--- config.mk ---
export PLATFORM = sky130hd
export DESIGN_NAME = genome_mutator
export DESIGN_NICKNAME = d
export VERILOG_FILES = /design/src/rtl/genetic_pkg.sv /design/src/rtl/rng_byte_requester.sv /design/src/rtl/genome_mutator.sv
export SDC_FILE = /design/constraint.sdc
export NUM_CORES = 1
export LEC_CHECK = 0
export BUFFER_PORTS_ARGS = -buffer_cell sky130_fd_sc_hd__buf_2
export CAP_MARGIN = 10
export CORE_MARGIN = 2
export CORE_UTILIZATION = 30
export CTS_CLUSTER_DIAMETER = 200
export CTS_CLUSTER_SIZE = 30
export DETAILED_ROUTE_END_ITERATION = 8
export PLACE_DENSITY_LB_ADDON = 0.2
export SYNTH_ARGS = -nofsm -noshare
export SYNTH_HDL_FRONTEND = slang
export SYNTH_HIERARCHICAL = 1
export SYNTH_SLANG_ARGS = --single-unit
--- constraint.sdc ---
create_clock -name clk -period 4.5 [get_ports clk]
set_input_delay 0.225 -clock clk [delete_from_list [all_inputs] [get_ports clk]]
set_output_delay 0.225 -clock clk [all_outputs]
set_load 0.01 [all_outputs]
--- src/rtl/genetic_pkg.sv ---
`default_nettype none
// ============================================================================
//  Module      : genetic_pkg
//  Description : Shared types and constants for the genetic-loop datapath.
//                Holds the mutator state enum, the gene width, the default
//                mutation threshold and the mutation-count width.
//  Ports       : none (package)
//  Revision    : 1.0  initial release
// ============================================================================
package genetic_pkg;

   localparam int               GENE_W            = 8;
   localparam logic [GENE_W-1:0] DEFAULT_THRESHOLD = 8'd16;
   localparam int               MUT_CNT_W         = 4;

   typedef enum logic [2:0] {
      S_IDLE      = 3'd0,
      S_ROLL_REQ  = 3'd1,
      S_ROLL_WAIT = 3'd2,
      S_VAL_REQ   = 3'd3,
      S_VAL_WAIT  = 3'd4,
      S_OUT       = 3'd5
   } state_e;

endpackage
`default_nettype wire

--- src/rtl/rng_byte_requester.sv ---
`default_nettype none
// ============================================================================
//  Module      : rng_byte_requester
//  Description : Initiator side of the random-byte generator start/done
//                handshake. Turns a one-cycle request into a single
//                rng_start pulse and reports exactly one byte_valid event
//                when the matching rng_done returns.
//  Ports       : clk, rst          clock / synchronous active-high reset
//                req_i             request a byte (one cycle)
//                busy_o            a request is outstanding
//                byte_valid_o      requested byte arrived this cycle
//                byte_o            the arrived byte
//                rng_start_o       start pulse to the generator
//                rng_done_i        generator done pulse
//                rng_value_i       generator byte
//  Revision    : 1.0  initial release
// ============================================================================
module rng_byte_requester
   import genetic_pkg::*;
(
   input  logic              clk,
   input  logic              rst,
   input  logic              req_i,
   output logic              busy_o,
   output logic              byte_valid_o,
   output logic [GENE_W-1:0] byte_o,
   output logic              rng_start_o,
   input  logic              rng_done_i,
   input  logic [GENE_W-1:0] rng_value_i
);

   logic busy_q;
   logic busy_d;

   // A start is only issued when nothing is outstanding, so two requests can
   // never overlap at the generator.
   assign rng_start_o  = req_i & ~busy_q;
   // Done pulses are only meaningful while we own an outstanding request;
   // this drops strays, including one left over from before a reset.
   assign byte_valid_o = busy_q & rng_done_i;
   assign byte_o       = rng_value_i;
   assign busy_o       = busy_q;

   always_comb begin
      busy_d = busy_q;
      if (rng_start_o) begin
         busy_d = 1'b1;
      end else if (byte_valid_o) begin
         busy_d = 1'b0;
      end
   end

   always_ff @(posedge clk) begin
      if (rst) begin
         busy_q <= 1'b0;
      end else begin
         busy_q <= busy_d;
      end
   end

endmodule
`default_nettype wire

--- src/rtl/genome_mutator.sv ---
`default_nettype none
// ============================================================================
//  Module      : genome_mutator
//  Description : Walks the genes of a genome LSB-first, rolls one random
//                byte per gene and, when the roll is below THRESHOLD, XORs a
//                second random byte (LSB forced high) into that gene.
//                Emits the mutated genome and a saturating mutation count.
//  Ports       : clk, rst                    clock / sync active-high reset
//                in_valid/in_ready/in_genome  genome input handshake
//                out_valid/out_ready          result handshake
//                out_genome, out_mutations    result payload
//                rng_start/rng_done/rng_value random-byte generator port
//  Revision    : 1.0  initial release
// ============================================================================
module genome_mutator
   import genetic_pkg::*;
#(
   parameter int                GENE_BYTES = 4,
   parameter logic [GENE_W-1:0] THRESHOLD  = DEFAULT_THRESHOLD
) (
   input  logic                         clk,
   input  logic                         rst,
   input  logic                         in_valid,
   output logic                         in_ready,
   input  logic [GENE_W*GENE_BYTES-1:0] in_genome,
   output logic                         out_valid,
   input  logic                         out_ready,
   output logic [GENE_W*GENE_BYTES-1:0] out_genome,
   output logic [MUT_CNT_W-1:0]         out_mutations,
   output logic                         rng_start,
   input  logic                         rng_done,
   input  logic [GENE_W-1:0]            rng_value
);

   localparam int                GW      = GENE_W * GENE_BYTES;
   localparam int                IDX_W   = (GENE_BYTES > 1) ? $clog2(GENE_BYTES) : 1;
   localparam logic [IDX_W-1:0]  C_LAST  = IDX_W'(GENE_BYTES - 1);
   // roll < THRESHOLD is evaluated as roll <= THRESHOLD-1, with a zero
   // threshold disabling mutation outright.
   localparam logic              C_THR_EN  = (THRESHOLD != '0);
   localparam logic [GENE_W-1:0] C_THR_MAX = C_THR_EN ? THRESHOLD - 8'd1 : '0;

   state_e               state_q, state_d;
   logic [IDX_W-1:0]     idx_q, idx_d;
   logic [MUT_CNT_W-1:0] cnt_q, cnt_d;
   logic [GW-1:0]        work_q, work_d;

   logic                 req;
   logic                 busy;
   logic                 byte_valid;
   logic [GENE_W-1:0]    rnd_byte;
   logic                 roll_hit;
   logic [GW-1:0]        xor_mask;

   rng_byte_requester u_req (
      .clk          (clk),
      .rst          (rst),
      .req_i        (req),
      .busy_o       (busy),
      .byte_valid_o (byte_valid),
      .byte_o       (rnd_byte),
      .rng_start_o  (rng_start),
      .rng_done_i   (rng_done),
      .rng_value_i  (rng_value)
   );

   assign roll_hit = C_THR_EN && (rnd_byte <= C_THR_MAX);
   // Forcing the LSB guarantees a mutated gene really differs.
   assign xor_mask = GW'(rnd_byte | 8'h01) << (idx_q * GENE_W);

   assign in_ready      = (state_q == S_IDLE) & ~busy;
   assign out_valid     = (state_q == S_OUT);
   assign out_genome    = work_q;
   assign out_mutations = cnt_q;

   always_comb begin
      state_d = state_q;
      idx_d   = idx_q;
      cnt_d   = cnt_q;
      work_d  = work_q;
      req     = 1'b0;
      case (state_q)
         S_IDLE: begin
            if (in_valid && in_ready) begin
               work_d  = in_genome;
               idx_d   = '0;
               cnt_d   = '0;
               state_d = S_ROLL_REQ;
            end
         end
         S_ROLL_REQ: begin
            req     = 1'b1;
            state_d = S_ROLL_WAIT;
         end
         S_ROLL_WAIT: begin
            if (byte_valid) begin
               if (roll_hit) begin
                  state_d = S_VAL_REQ;
               end else if (idx_q == C_LAST) begin
                  state_d = S_OUT;
               end else begin
                  idx_d   = idx_q + 1'b1;
                  state_d = S_ROLL_REQ;
               end
            end
         end
         S_VAL_REQ: begin
            req     = 1'b1;
            state_d = S_VAL_WAIT;
         end
         S_VAL_WAIT: begin
            if (byte_valid) begin
               work_d = work_q ^ xor_mask;
               if (cnt_q != {MUT_CNT_W{1'b1}}) begin
                  cnt_d = cnt_q + 1'b1;
               end
               if (idx_q == C_LAST) begin
                  state_d = S_OUT;
               end else begin
                  idx_d   = idx_q + 1'b1;
                  state_d = S_ROLL_REQ;
               end
            end
         end
         S_OUT: begin
            if (out_ready) begin
               state_d = S_IDLE;
            end
         end
         default: begin
            state_d = S_IDLE;
         end
      endcase
   end

   always_ff @(posedge clk) begin
      if (rst) begin
         state_q <= S_IDLE;
         idx_q   <= '0;
         cnt_q   <= '0;
         work_q  <= '0;
      end else begin
         state_q <= state_d;
         idx_q   <= idx_d;
         cnt_q   <= cnt_d;
         work_q  <= work_d;
      end
   end

endmodule
`default_nettype wire

==> qor.yml <==
fin_ws_ns: 1.81
timing.rr.end: "out_genome[23]$_SDFFE_PP0P_"
r2r_slack_ns: 1.81
path_max_fanout: 37
cts_hold_buf: 0
dieHeight_microns: 98.6
grt_pass1_vias: 2620
wl_per_cell_microns: 16.3
worst_slew_pin_slew_ns: 0.832
slew_headroom: 0.445
dieArea_sq_mm: 0.00972
grt_usage: 0.164
end_kind: "register"
route.vias.total: 2680
final_design_area_no_fill_sq_mm: 0.00316
holdCritPathClass: "input port to register"
min_period_ns: 2.69
syn_to_final_growth_pct: 17.6
syn_nets: 375
start_kind: "register"
antenna_found_initial: 0
holdPathEnd: "out_genome[5]$_SDFFE_PP0P_"
remaining_drc_errors: 0
peakVddDrop_v: 0.000132
drt-total-wl_microns: 8000
skew_ns: 0.0122
cts.clk_slew.worst_paths_ns: 0.09
arrival_ns: 2.87
finalHoldViolCount: 0
cts_root_buf: "clkbuf_8"
grt_overflow: 0
hpwlAfterDp_microns: 5230
syn_area_sq_mm: 0.00268
diodes: 0
slew_violations: 0
port_buffers: 82
drive_gt1_frac: 0.303
die-width_microns: 98.6
slowest_stage: "dfxtp_1"
crit_top_cell: "buf_4"
post-route-period-util: 0.598
power.total_uw: 955
core_sq_mm: 0.00868
antenna_left: 0
dpl-instance-area_sq_mm: 0.00305
yosys_warnings: 6
critPathMaxStageDelay_ns: 0.74
cts_max_level: 2
start_util: 0.309
whs_path_depth: 3
hp-start: "in_genome[5]"
drt_iter0_markers: 134
setup_viol: 0
maxCapViolations: 0
cts_tree: "yes"
finalSetupTns_ns: 0
synthCells: 325
fmax_mhz: 372
cts_sinks: 42
rr_worst_depth: 6
grt_pass1_wl_microns: 13100
postCtsSetupRepairBufs: 0
leakage_uw: 0.00131
rsz0062_at_grt: "no"
rows: 34
vias_per_cell: 5.46
num_io_pins: 84
cts_buffers: 5
path_cells: "nor3b_4 -> o21ai_2 -> buf_4 -> or2_1 -> buf_4 -> o32ai_2"
rr_startpoint: "state_q[2]$_SDFFE_PP0P_"
clock_path_buffers: 2
p_per_area_mw_per_mm2: 303
n_fill_cell: 947
routabilityCongestion: 0.717
status: "complete, no violations"
grt_max_degree: 68
dpl_worst_slack_ns: 1.80
required_ns: 4.68
avgSynthCellArea_sq_um: 8.26
dr.pass1.iters: 6
worstSetupPathType: "register to register"
cts_resized: 0
clk_latency_ns: 0.31
nets: 432
layout make-up:
class	count	area, sq um	share of cell area
Inverter	31	116	0.0369
Tap cell	108	135	0.0428
Multi-Input combinational cell	216	1510	0.480
Timing Repair Buffer	86	440	0.140
Clock buffer	6	72.6	0.0230
Sequential cell	42	841	0.266
Clock inverter	2	37.5	0.0119
report_power, final:
| part | internal, uW | switching (uW) |
|---|---|---|
| Combinational | 92.1 | 127 |
| Sequential | 400 | 25.6 |
| Clock | 166 | 144 |
metrics by stage:
step	utilization	std cells	hold slack [ns]
floorplan	-	325	0.392
global placement	0.351	483	0.467
detailed placement	0.351	483	0.476
CTS	0.364	491	0.183
global route	0.364	491	0.182
finish	0.364	491	0.187
flip-flops by register name, summed over array words and instances (netlist names):
signal / cells
idx_q: 2
state_q: 3
out_genome: 32
out_mutations: 4
u_req/busy_o: 1
worst max-delay path, delay by kind of cell (launching register included):
kind | cells | cell delay, ns
buffers and inverters | 2 | 0.74
flip-flops | 1 | 0.74
AND/OR/NAND/NOR | 2 | 0.82
AO/OA/AOI/OAI | 2 | 0.25
worst max path at each step:
stage | from | endpoint | slack [ns] | cells after the start
after CTS | state_q[2]$_SDFFE_PP0P_ | out_genome[1]$_SDFFE_PP0P_ | 1.79 | 6
final | state_q[2]$_SDFFE_PP0P_ | out_genome[23]$_SDFFE_PP0P_ | 1.81 | 6
after global routing | state_q[2]$_SDFFE_PP0P_ | out_genome[19]$_SDFFE_PP0P_ | 1.58 | 6
after global placement | state_q[2]$_SDFFE_PP0P_ | out_genome[20]$_SDFFE_PP0P_ | 1.82 | 6
after detailed placement | state_q[2]$_SDFFE_PP0P_ | out_genome[1]$_SDFFE_PP0P_ | 1.80 | 6
after floorplan | u_req/busy_o$_SDFFE_PP0P_ | out_genome[18]$_SDFFE_PP0P_ | 2.78 | 7
layer usage:
layer	vias up	global-route usage	routed length, microns	part of all wire
li1	1316	-	-	-
met3	9	0.0291	395	0.049
met5	-	0	0	0
met1	1283	0.220	3760	0.47
met4	0	0.0495	125	0.016
met2	72	0.269	3710	0.46
layout by cell type, fill, tap and decap left out, types with 2 or more instances in the layout:
cell      instances
o21ai_0           7
a32oi_1          21
a31oi_1           2
dfxtp_1          42
buf_4             4
o32ai_2          11
nand2_1           5
nor3_2            3
ha_1              5
nor3_1            7
nand3b_1          5
nand3_1           9
clkbuf_8          5
o32ai_1          17
nor2b_1           7
buf_2            82
inv_1            31
a221o_1           2
and2_1            2
nor3b_1           2
a21oi_1          47
nand4_1           2
a21o_1            8
nor2_1           32
Power figures use the tool's default switching activity.
